**src/rtl/serial_arith_pkg.sv**
```systemverilog
// Shared definitions for the bit-serial arithmetic blocks: FSM encoding and
// the supported operand width range.
package serial_arith_pkg;

  typedef enum logic [1:0] {
    ST_IDLE  = 2'd0,
    ST_SHIFT = 2'd1,
    ST_DONE  = 2'd2
  } state_e;

  localparam int WIDTH_MIN = 1;
  localparam int WIDTH_MAX = 32;

endpackage : serial_arith_pkg

```
**src/rtl/fa_cell.sv**
```systemverilog
// Single full-adder cell; the only arithmetic element in the serial datapath.
module fa_cell (
  input  logic a,
  input  logic b,
  input  logic cin,
  output logic sum,
  output logic cout
);

  // Sum and majority carry of the three input bits
  always_comb begin
    sum  = a ^ b ^ cin;
    cout = (a & b) | (a & cin) | (b & cin);
  end

endmodule : fa_cell

```
**src/rtl/serial_addsub.sv**
```systemverilog
// Bit-serial adder/subtractor. Operands are loaded on an input handshake,
// consumed LSB-first through one full-adder cell over WIDTH cycles, and the
// result with carry and signed overflow is offered on an output handshake.
// Subtraction is A + ~B + 1: B is inverted at load and the carry starts at 1.
module serial_addsub
  import serial_arith_pkg::*;
#(
  parameter int WIDTH = 8
) (
  input  logic             clk,
  input  logic             rst_n,
  input  logic             in_valid,
  output logic             in_ready,
  input  logic [WIDTH-1:0] op_a,
  input  logic [WIDTH-1:0] op_b,
  input  logic             sub,
  output logic             out_valid,
  input  logic             out_ready,
  output logic [WIDTH-1:0] result,
  output logic             carry_out,
  output logic             overflow
);

  localparam int CNT_W = $clog2(WIDTH + 1);

  state_e           state_q, state_d;
  logic [WIDTH-1:0] a_sh_q, a_sh_d;
  logic [WIDTH-1:0] b_sh_q, b_sh_d;
  logic [WIDTH-1:0] result_q, result_d;
  logic [CNT_W-1:0] cnt_q, cnt_d;
  logic             c_q, c_d;
  logic             carry_out_q, carry_out_d;
  logic             overflow_q, overflow_d;

  logic             fa_sum;
  logic             fa_cout;
  logic             last_step;
  logic [WIDTH-1:0] result_shift;

  fa_cell u_fa (
    .a    (a_sh_q[0]),
    .b    (b_sh_q[0]),
    .cin  (c_q),
    .sum  (fa_sum),
    .cout (fa_cout)
  );

  assign last_step = (cnt_q == CNT_W'(WIDTH - 1));

  // New sum bit enters at the MSB so after WIDTH steps bit 0 sits at the LSB
  generate
    if (WIDTH == 1) begin : g_res_w1
      assign result_shift = fa_sum;
    end else begin : g_res_wn
      assign result_shift = {fa_sum, result_q[WIDTH-1:1]};
    end
  endgenerate

  // State register
  always_ff @(posedge clk or negedge rst_n) begin
    if (!rst_n) begin
      state_q <= ST_IDLE;
    end else begin
      state_q <= state_d;
    end
  end

  // Next-state logic
  always_comb begin
    state_d = state_q;
    case (state_q)
      ST_IDLE:  if (in_valid)  state_d = ST_SHIFT;
      ST_SHIFT: if (last_step) state_d = ST_DONE;
      ST_DONE:  if (out_ready) state_d = ST_IDLE;
      default:                 state_d = ST_IDLE;
    endcase
  end

  // Handshake outputs decoded from state
  always_comb begin
    in_ready  = (state_q == ST_IDLE);
    out_valid = (state_q == ST_DONE);
  end

  // Datapath next-state: load in IDLE, one bit per cycle in SHIFT, hold otherwise
  always_comb begin
    a_sh_d      = a_sh_q;
    b_sh_d      = b_sh_q;
    result_d    = result_q;
    cnt_d       = cnt_q;
    c_d         = c_q;
    carry_out_d = carry_out_q;
    overflow_d  = overflow_q;
    case (state_q)
      ST_IDLE: begin
        if (in_valid) begin
          a_sh_d = op_a;
          b_sh_d = sub ? ~op_b : op_b;
          c_d    = sub;
          cnt_d  = '0;
        end
      end
      ST_SHIFT: begin
        c_d      = fa_cout;
        result_d = result_shift;
        a_sh_d   = a_sh_q >> 1;
        b_sh_d   = b_sh_q >> 1;
        cnt_d    = cnt_q + CNT_W'(1);
        if (last_step) begin
          // c_q here is the carry into the MSB, fa_cout the carry out of it
          carry_out_d = fa_cout;
          overflow_d  = c_q ^ fa_cout;
        end
      end
      default: ;
    endcase
  end

  // Datapath registers; reset aborts any operation in flight
  always_ff @(posedge clk or negedge rst_n) begin
    if (!rst_n) begin
      a_sh_q      <= '0;
      b_sh_q      <= '0;
      result_q    <= '0;
      cnt_q       <= '0;
      c_q         <= 1'b0;
      carry_out_q <= 1'b0;
      overflow_q  <= 1'b0;
    end else begin
      a_sh_q      <= a_sh_d;
      b_sh_q      <= b_sh_d;
      result_q    <= result_d;
      cnt_q       <= cnt_d;
      c_q         <= c_d;
      carry_out_q <= carry_out_d;
      overflow_q  <= overflow_d;
    end
  end

  assign result    = result_q;
  assign carry_out = carry_out_q;
  assign overflow  = overflow_q;

endmodule : serial_addsub

```
**config.mk**
```make
export PLATFORM = sky130hd
export DESIGN_NAME = serial_addsub
export DESIGN_NICKNAME = d
export VERILOG_FILES = /design/src/rtl/serial_arith_pkg.sv /design/src/rtl/fa_cell.sv /design/src/rtl/serial_addsub.sv
export SDC_FILE = /design/constraint.sdc
export NUM_CORES = 1
export LEC_CHECK = 0
export BUFFER_PORTS_ARGS = -buffer_cell sky130_fd_sc_hd__buf_4
export CELL_PAD_IN_SITES_DETAIL_PLACEMENT = 0
export CELL_PAD_IN_SITES_GLOBAL_PLACEMENT = 1
export CORE_ASPECT_RATIO = 0.9
export CORE_MARGIN = 1
export CORE_UTILIZATION = 39
export CTS_BUF_LIST = sky130_fd_sc_hd__clkbuf_4 sky130_fd_sc_hd__clkbuf_8
export CTS_CLUSTER_SIZE = 30
export DETAILED_ROUTE_END_ITERATION = 8
export PLACE_DENSITY_LB_ADDON = 0.1
export SYNTH_ARGS = -nofsm -noshare
export SYNTH_HDL_FRONTEND = slang
export SYNTH_HIERARCHICAL = 1
export SYNTH_SLANG_ARGS = --single-unit
```
**constraint.sdc**
```tcl
create_clock -name clk -period 1.4 [get_ports clk]
set_input_delay 0.28 -clock clk [delete_from_list [all_inputs] [get_ports clk]]
set_output_delay 0.28 -clock clk [all_outputs]
set_load 0.03 [all_outputs]
```
## After elaboration in Yosys (flattened, before gate mapping)

Cells that the tools add are included.

- Register bits after elaboration: 33
- Memory bits (writable): 0
- Latch bits: 0
- Word-level logic and storage cells: 42
- Bits in read-only memories: 0
- Memories kept: 0

- Equality and inequality tests: 6
- Reductions and logical operators: 5
- Multiply operators: 0
- Bitwise gates (word level): 9
- Divide/modulo/power cells: 0
- Magnitude comparators: 0
- Shifts and indexed selects: 0
- $add $sub $neg: 1
- Mux-type cells: 13

Operators with widths:

| kind | number |
|---|---|
| one-hot mux 8 bit (2 select lines) | 2 |
| 2-to-1 mux 8 bit | 3 |
| NOT 8 bit | 1 |
| one-hot mux 4 bit (2 select lines) | 1 |
| 2-to-1 mux 2 bit | 3 |
| one-hot mux 2 bit (3 select lines) | 1 |
| adder 4 x 1 -> 4 bit, second input constant | 1 |
| equality test 4 x 3 -> 1 bit, second input constant | 1 |
| 2-to-1 mux 4 bit | 1 |
| != test 2 bit, second input constant | 2 |
| AND reduction 2 bit | 2 |
| AND 1 bit | 3 |
| AND reduction 3 bit | 1 |
| XOR 1 bit | 3 |
| equality test 2 x 1 -> 1 bit, second input constant | 1 |
| equality test 2 bit, second input constant | 1 |
| zero test 2 bit | 1 |
| != test 2 x 1 -> 1 bit, second input constant | 1 |
| bitwise OR 1 bit | 2 |
| one-hot mux 1 bit (2 select lines) | 1 |
| nonzero test 2 bit | 1 |
| 2-to-1 mux 1 bit | 1 |

## Longest topological paths before layout

- Word-level depth: 4
- Gate-level depth with buffers: 5
- Mapped depth without buffers: 4

## By module

The synthesis kept the hierarchy.

Modules (own cells, without submodules):

| module | cells each | area each (um^2) | times used |
|---|---|---|---|
| serial_addsub | 159 | 1584.0 | 1 |
| fa_cell | 1 | 20.0 | 1 |

## Worst setup path before layout

OpenSTA, ideal clock, no wires.

- Path kind: register to register
- From: register state_q[1]
- To: register b_sh_q[1]
- Setup slack: -100 ps
- Arrival time: 1409 ps
- Required time: 1310 ps
- Period minus slack after synthesis: 1500 ps
- Stages on the path, launching flop included: 5
- Library setup time: 90 ps
- Cell sequence: dfrtp_1 buf_2 nor2_1 nand2_2 o221ai_1

- Longest elaborated chain between the ends: 3
- Elaborated cells between the ends (all ways): 6
- Classes of those cells: eq/ne (2); mux (1); reduce/logical (3)

RTL lines:

| what | line | source |
|---|---|---|
| start, declared | serial_addsub.sv:26 | `state_e state_q, state_d;` |
| start signal, assigned | serial_addsub.sv:64 | `state_q <= state_d;` |
| zero test 2 bit * | -- |  |
| via in_ready | serial_addsub.sv:13 | `output logic in_ready,` |
| != test 2 bit (no line) / nonzero test 2 bit (equally long branches) | -- |  |
| AND reduction 2 bit (no line) | -- |  |
| end signal, assigned | serial_addsub.sv:131 | `b_sh_q <= b_sh_d;` |
| end, declared | serial_addsub.sv:28 | `logic [WIDTH-1:0] b_sh_q, b_sh_d;` |

Mark *: on every way through the listed nets, which the timed path passes. The rest lies on a longest branch.
A chain may end at the register's enable or synchronous reset.

## Worst setup path after layout

- From: register state_q[1]
- To: output port in_ready

- Longest elaborated chain between the ends: 1

RTL lines:

| what | line | source |
|---|---|---|
| zero test 2 bit | serial_addsub.sv:81 | `in_ready = (state_q == ST_IDLE);` |
| end, declared | serial_addsub.sv:13 |  |

Every way passes these cells.

==> summary.md <==
| Metric | Value |
|---|---|
| Sequential share of the synthesized area | `51.5%` |
| Post-synthesis mux area share | `2.03%` |
| Vias in the first global route | `1,237` |
| Row cnt | `21` |
| EDFF count, synth | `0` |
| Hpwl dp | `2460 um` |
| Antenna violations before repair | `0` |
| Area Growth Syn to Fin | `33.1%` |
| Max clock buf depth | `2` |
| Hold EP | `state_q[1]` |
| Asr flop ratio synth | `100%` |
| Reg2Reg Depth | `3` |
| Worst EP required | `1.12 ns` |
| Synth area leaders | `dfrtp_1, nand2_1, xnor2_1, a22oi_1, o221ai_1` |
| FMAX | `724 MHz` |
| Cell area after synthesis | `0.00160 mm^2` |
| Slew @ Worst Pin | `0.415 ns` |
| Worst-path clk slew | `0.06 ns` |
| Hold Worst Slack | `0.287 ns` |
| Nets | `233` |
| Pwr/cell area | `2140 mW/mm^2` |
| Yosys cell types | `33` |
| Synthesis-stage register bit count | `33` |
| Compound-cell area share of the yosys netlist | `16.5%` |
| Synth Area in Simple Gates | `18.3%` |
| Antenna Nets Post-Route | `0` |
| Worst vdd ir | `0.913 mV` |
| Ys flop type | `dfrtp_1` |
| Tot GR Track Use | `16.7%` |
| Crit end category | `output port` |
| Max-cap viol count | `0` |
| Outcome | `complete, no violations` |
| Hold wc startpoint | `out_ready` |
| CP max stage cell | `dfrtp_2` |
| Largest family of logic cells by synthesized area | `simple AND/OR/NAND/NOR gates` |
| Slowest Stage Delay on Critical Path | `0.44 ns` |
| RR Startpoint | `a_sh_q[0]` |
| Filler Cells Inserted | `358` |
| Hold depth | `3` |
| Num Clock Sinks | `33` |
| CTS tree | `done` |
| ANT cells | `0` |
| Worst Path Arrival | `1.10 ns` |
| Largest net degree at the start of global routing | `34` |
| CORE AREA | `0.00384 mm^2` |
| Avg Vias per Cell | `5.00` |
| CP dominant cell by count | `buf_6` |
| Share of post-route cells with drive strength above 1 | `35.1%` |
| Clk_lat worst skew | `0.27 ns` |
| Flop-to-flop setup slack | `0.05 ns` |
| Die W | `69.6 um` |
| Clk root buf | `clkbuf_8` |
| Worst reg2reg endpoint | `overflow` |
| Via count | `1,286` |
| Leak | `1.02 nW` |
| First-pass GRT wire length | `5740 um` |
| Top-area cell type share of the netlist area | `51.5%` |
| DRC | `0` |
| WL final | `3460 um` |
| RSZ-0062 raised after global routing | `yes` |
| Slew margin rel. | `72.3%` |
| Hold Violations, Final | `0` |
| # H-tree levels | `2` |
| Yosys top cell by area | `dfrtp_1` |
| Mapped Cells | `160` |
| Drt first pass iters | `4` |
| Max Slew Vio Count | `0` |
| Io pins | `33` |
| Crit-path max FO | `4` |
| Crit path kind | `reg2out` |
| Minimum clock period | `1.38 ns` |
| DRT iter0 DRCs | `39` |
| GRT overflow | `0` |
| Non-Filler Instances | `257` |
| Mean Syn Cell Area | `10.0 um^2` |
| DIE AREA | `0.00437 mm^2` |
| Routed length per instance | `13.5 um` |
| Final setup vio count | `0` |
| Synth Area in Adders | `2.03%` |
| Critical path, cell by cell | `buf_6, nor2_4, buf_6` |
| CTS Buf Count | `5` |
| Post-Place Cells | `241` |
| Synth warn | `6` |
| Final Cycle Share | `98.7%` |
| Die Ht | `62.8 um` |
| Syn nets | `183` |
| Global placement routability congestion | `0.776` |
| Starting Density | `41.8%` |
| Port Buffer Count | `32` |
| Hold Crit Class | `in2reg` |
| Worst clock skew | `0.00311 ns` |
| Startpoint Class | `flop` |
| XOR/XNOR Fraction of Synth Area | `4.91%` |
-- layer usage --
metal	up-vias	part of all wire, %	GRT usage [%]
li1	644	-	-
met1	624	48	22.0
met2	16	49	27.1
met3	2	2.8	4.03
met4	0	0.52	5.36
met5	-	0	0
-- cell families (layout without fill, tap and decap cells) --
logic type / Yosys count / in the layout
multiplexers: 3 / 3
AO/OA/AOI/OAI: 38 / 38
adder cells (fa/ha/maj): 2 / 2
AND/OR/NAND/NOR: 63 / 63
XOR/XNOR: 9 / 9
buffers and inverters: 12 / 63
flip-flops: 33 / 33
-- timing repair --
action,4_1_cts,5_1_grt
hold buffers,1,0
hold endpoints to repair,33,0
gates resized for setup,10,5
endpoints found under the setup margin,3,11
pin swaps,0,2
setup buffers,5,2
-- cell type report --
cell class,count,area (um^2),area share (%)
multi-input combinational,115,727,34.1
sequential,33,828,38.8
inverter,2,7.51,0.352
clock buffer,8,91.3,4.28
timing repair buffer,53,423,19.8
tap,46,57.6,2.70
-- layout by cell type (no fill, tap or decap), drive strengths merged --
cell         count
a211oi           1
and3b            1
fa               1
o21bai           1
nor2             2
a22oi            8
buf             52
a22o             2
or2              1
a21o             1
clkbuf           8
a21oi            6
mux2             2
o211ai           1
nor2b            7
nand2           47
ha               1
dfrtp           33
mux2i            1
and2b            1
inv              2
xnor2            8
o21ai           11
xor2             1
a41oi            1
o221ai           6
nand2b           2
nand3            1
dlygate4sd3      1
nor3             1
-- cell usage after synthesis (2+ instances only) --
| cell type | instances |
|---|---|
| a22o_1 | 2 |
| o221ai_1 | 6 |
| nand2_1 | 46 |
| inv_1 | 2 |
| o21ai_0 | 10 |
| nor2b_1 | 7 |
| a22oi_1 | 8 |
| xnor2_1 | 8 |
| a21oi_1 | 6 |
| buf_6 | 2 |
| buf_2 | 6 |
| nor2_1 | 2 |
| dfrtp_1 | 33 |
| mux2_2 | 2 |
| buf_4 | 2 |
-- worst max-delay path by stage --
stage               start        end
2_1_floorplan   a_sh_q[0]   overflow
3_3_place_gp    a_sh_q[0]   overflow
3_5_place_dp    a_sh_q[0]   overflow
4_1_cts        state_q[0]  out_valid
5_1_grt        state_q[1]   in_ready
6_report       state_q[1]   in_ready
-- through the flow --
| stage | util (%) | setup WS [ns] | total power [mW] | cell area (um^2) | TNS (ns) |
|---|---|---|---|---|---|
| after floorplan | - | 0.0181 | 2.97 | 1610 | 0 |
| after global placement | 50.4 | 0.0112 | 3.59 | 1930 | 0 |
| after detailed placement | 50.4 | 0.000566 | 3.66 | 1930 | 0 |
| after CTS | 54.9 | 0.00480 | 4.54 | 2110 | 0 |
| after global routing | 55.6 | -0.0193 | 4.90 | 2130 | -0.0553 |
| final | 55.6 | 0.0184 | 4.56 | 2130 | 0 |
-- sequential cells by signal, summed over array words and instances, names as in the netlist --
signal,cells
a_sh_q,8
b_sh_q,8
c_q,1
carry_out,1
cnt_q,4
overflow,1
result,8
state_q,2
-- where the power goes --
part | leakage [nW] | switching [mW] | internal (mW)
combinational | 0.542 | 1.18 | 1.04
sequential | 0.427 | 0.279 | 1.34
clock | 0.0498 | 0.311 | 0.411
total | 1.02 | 1.77 | 2.79
-- worst max-delay path, delay by kind of cell, from the launching register on --
kind	cells	cell delay (ns)
buf+inv	2	0.28
simple gates	1	0.11
flops	1	0.44
No activity file was read; power rests on OpenSTA's default activity.
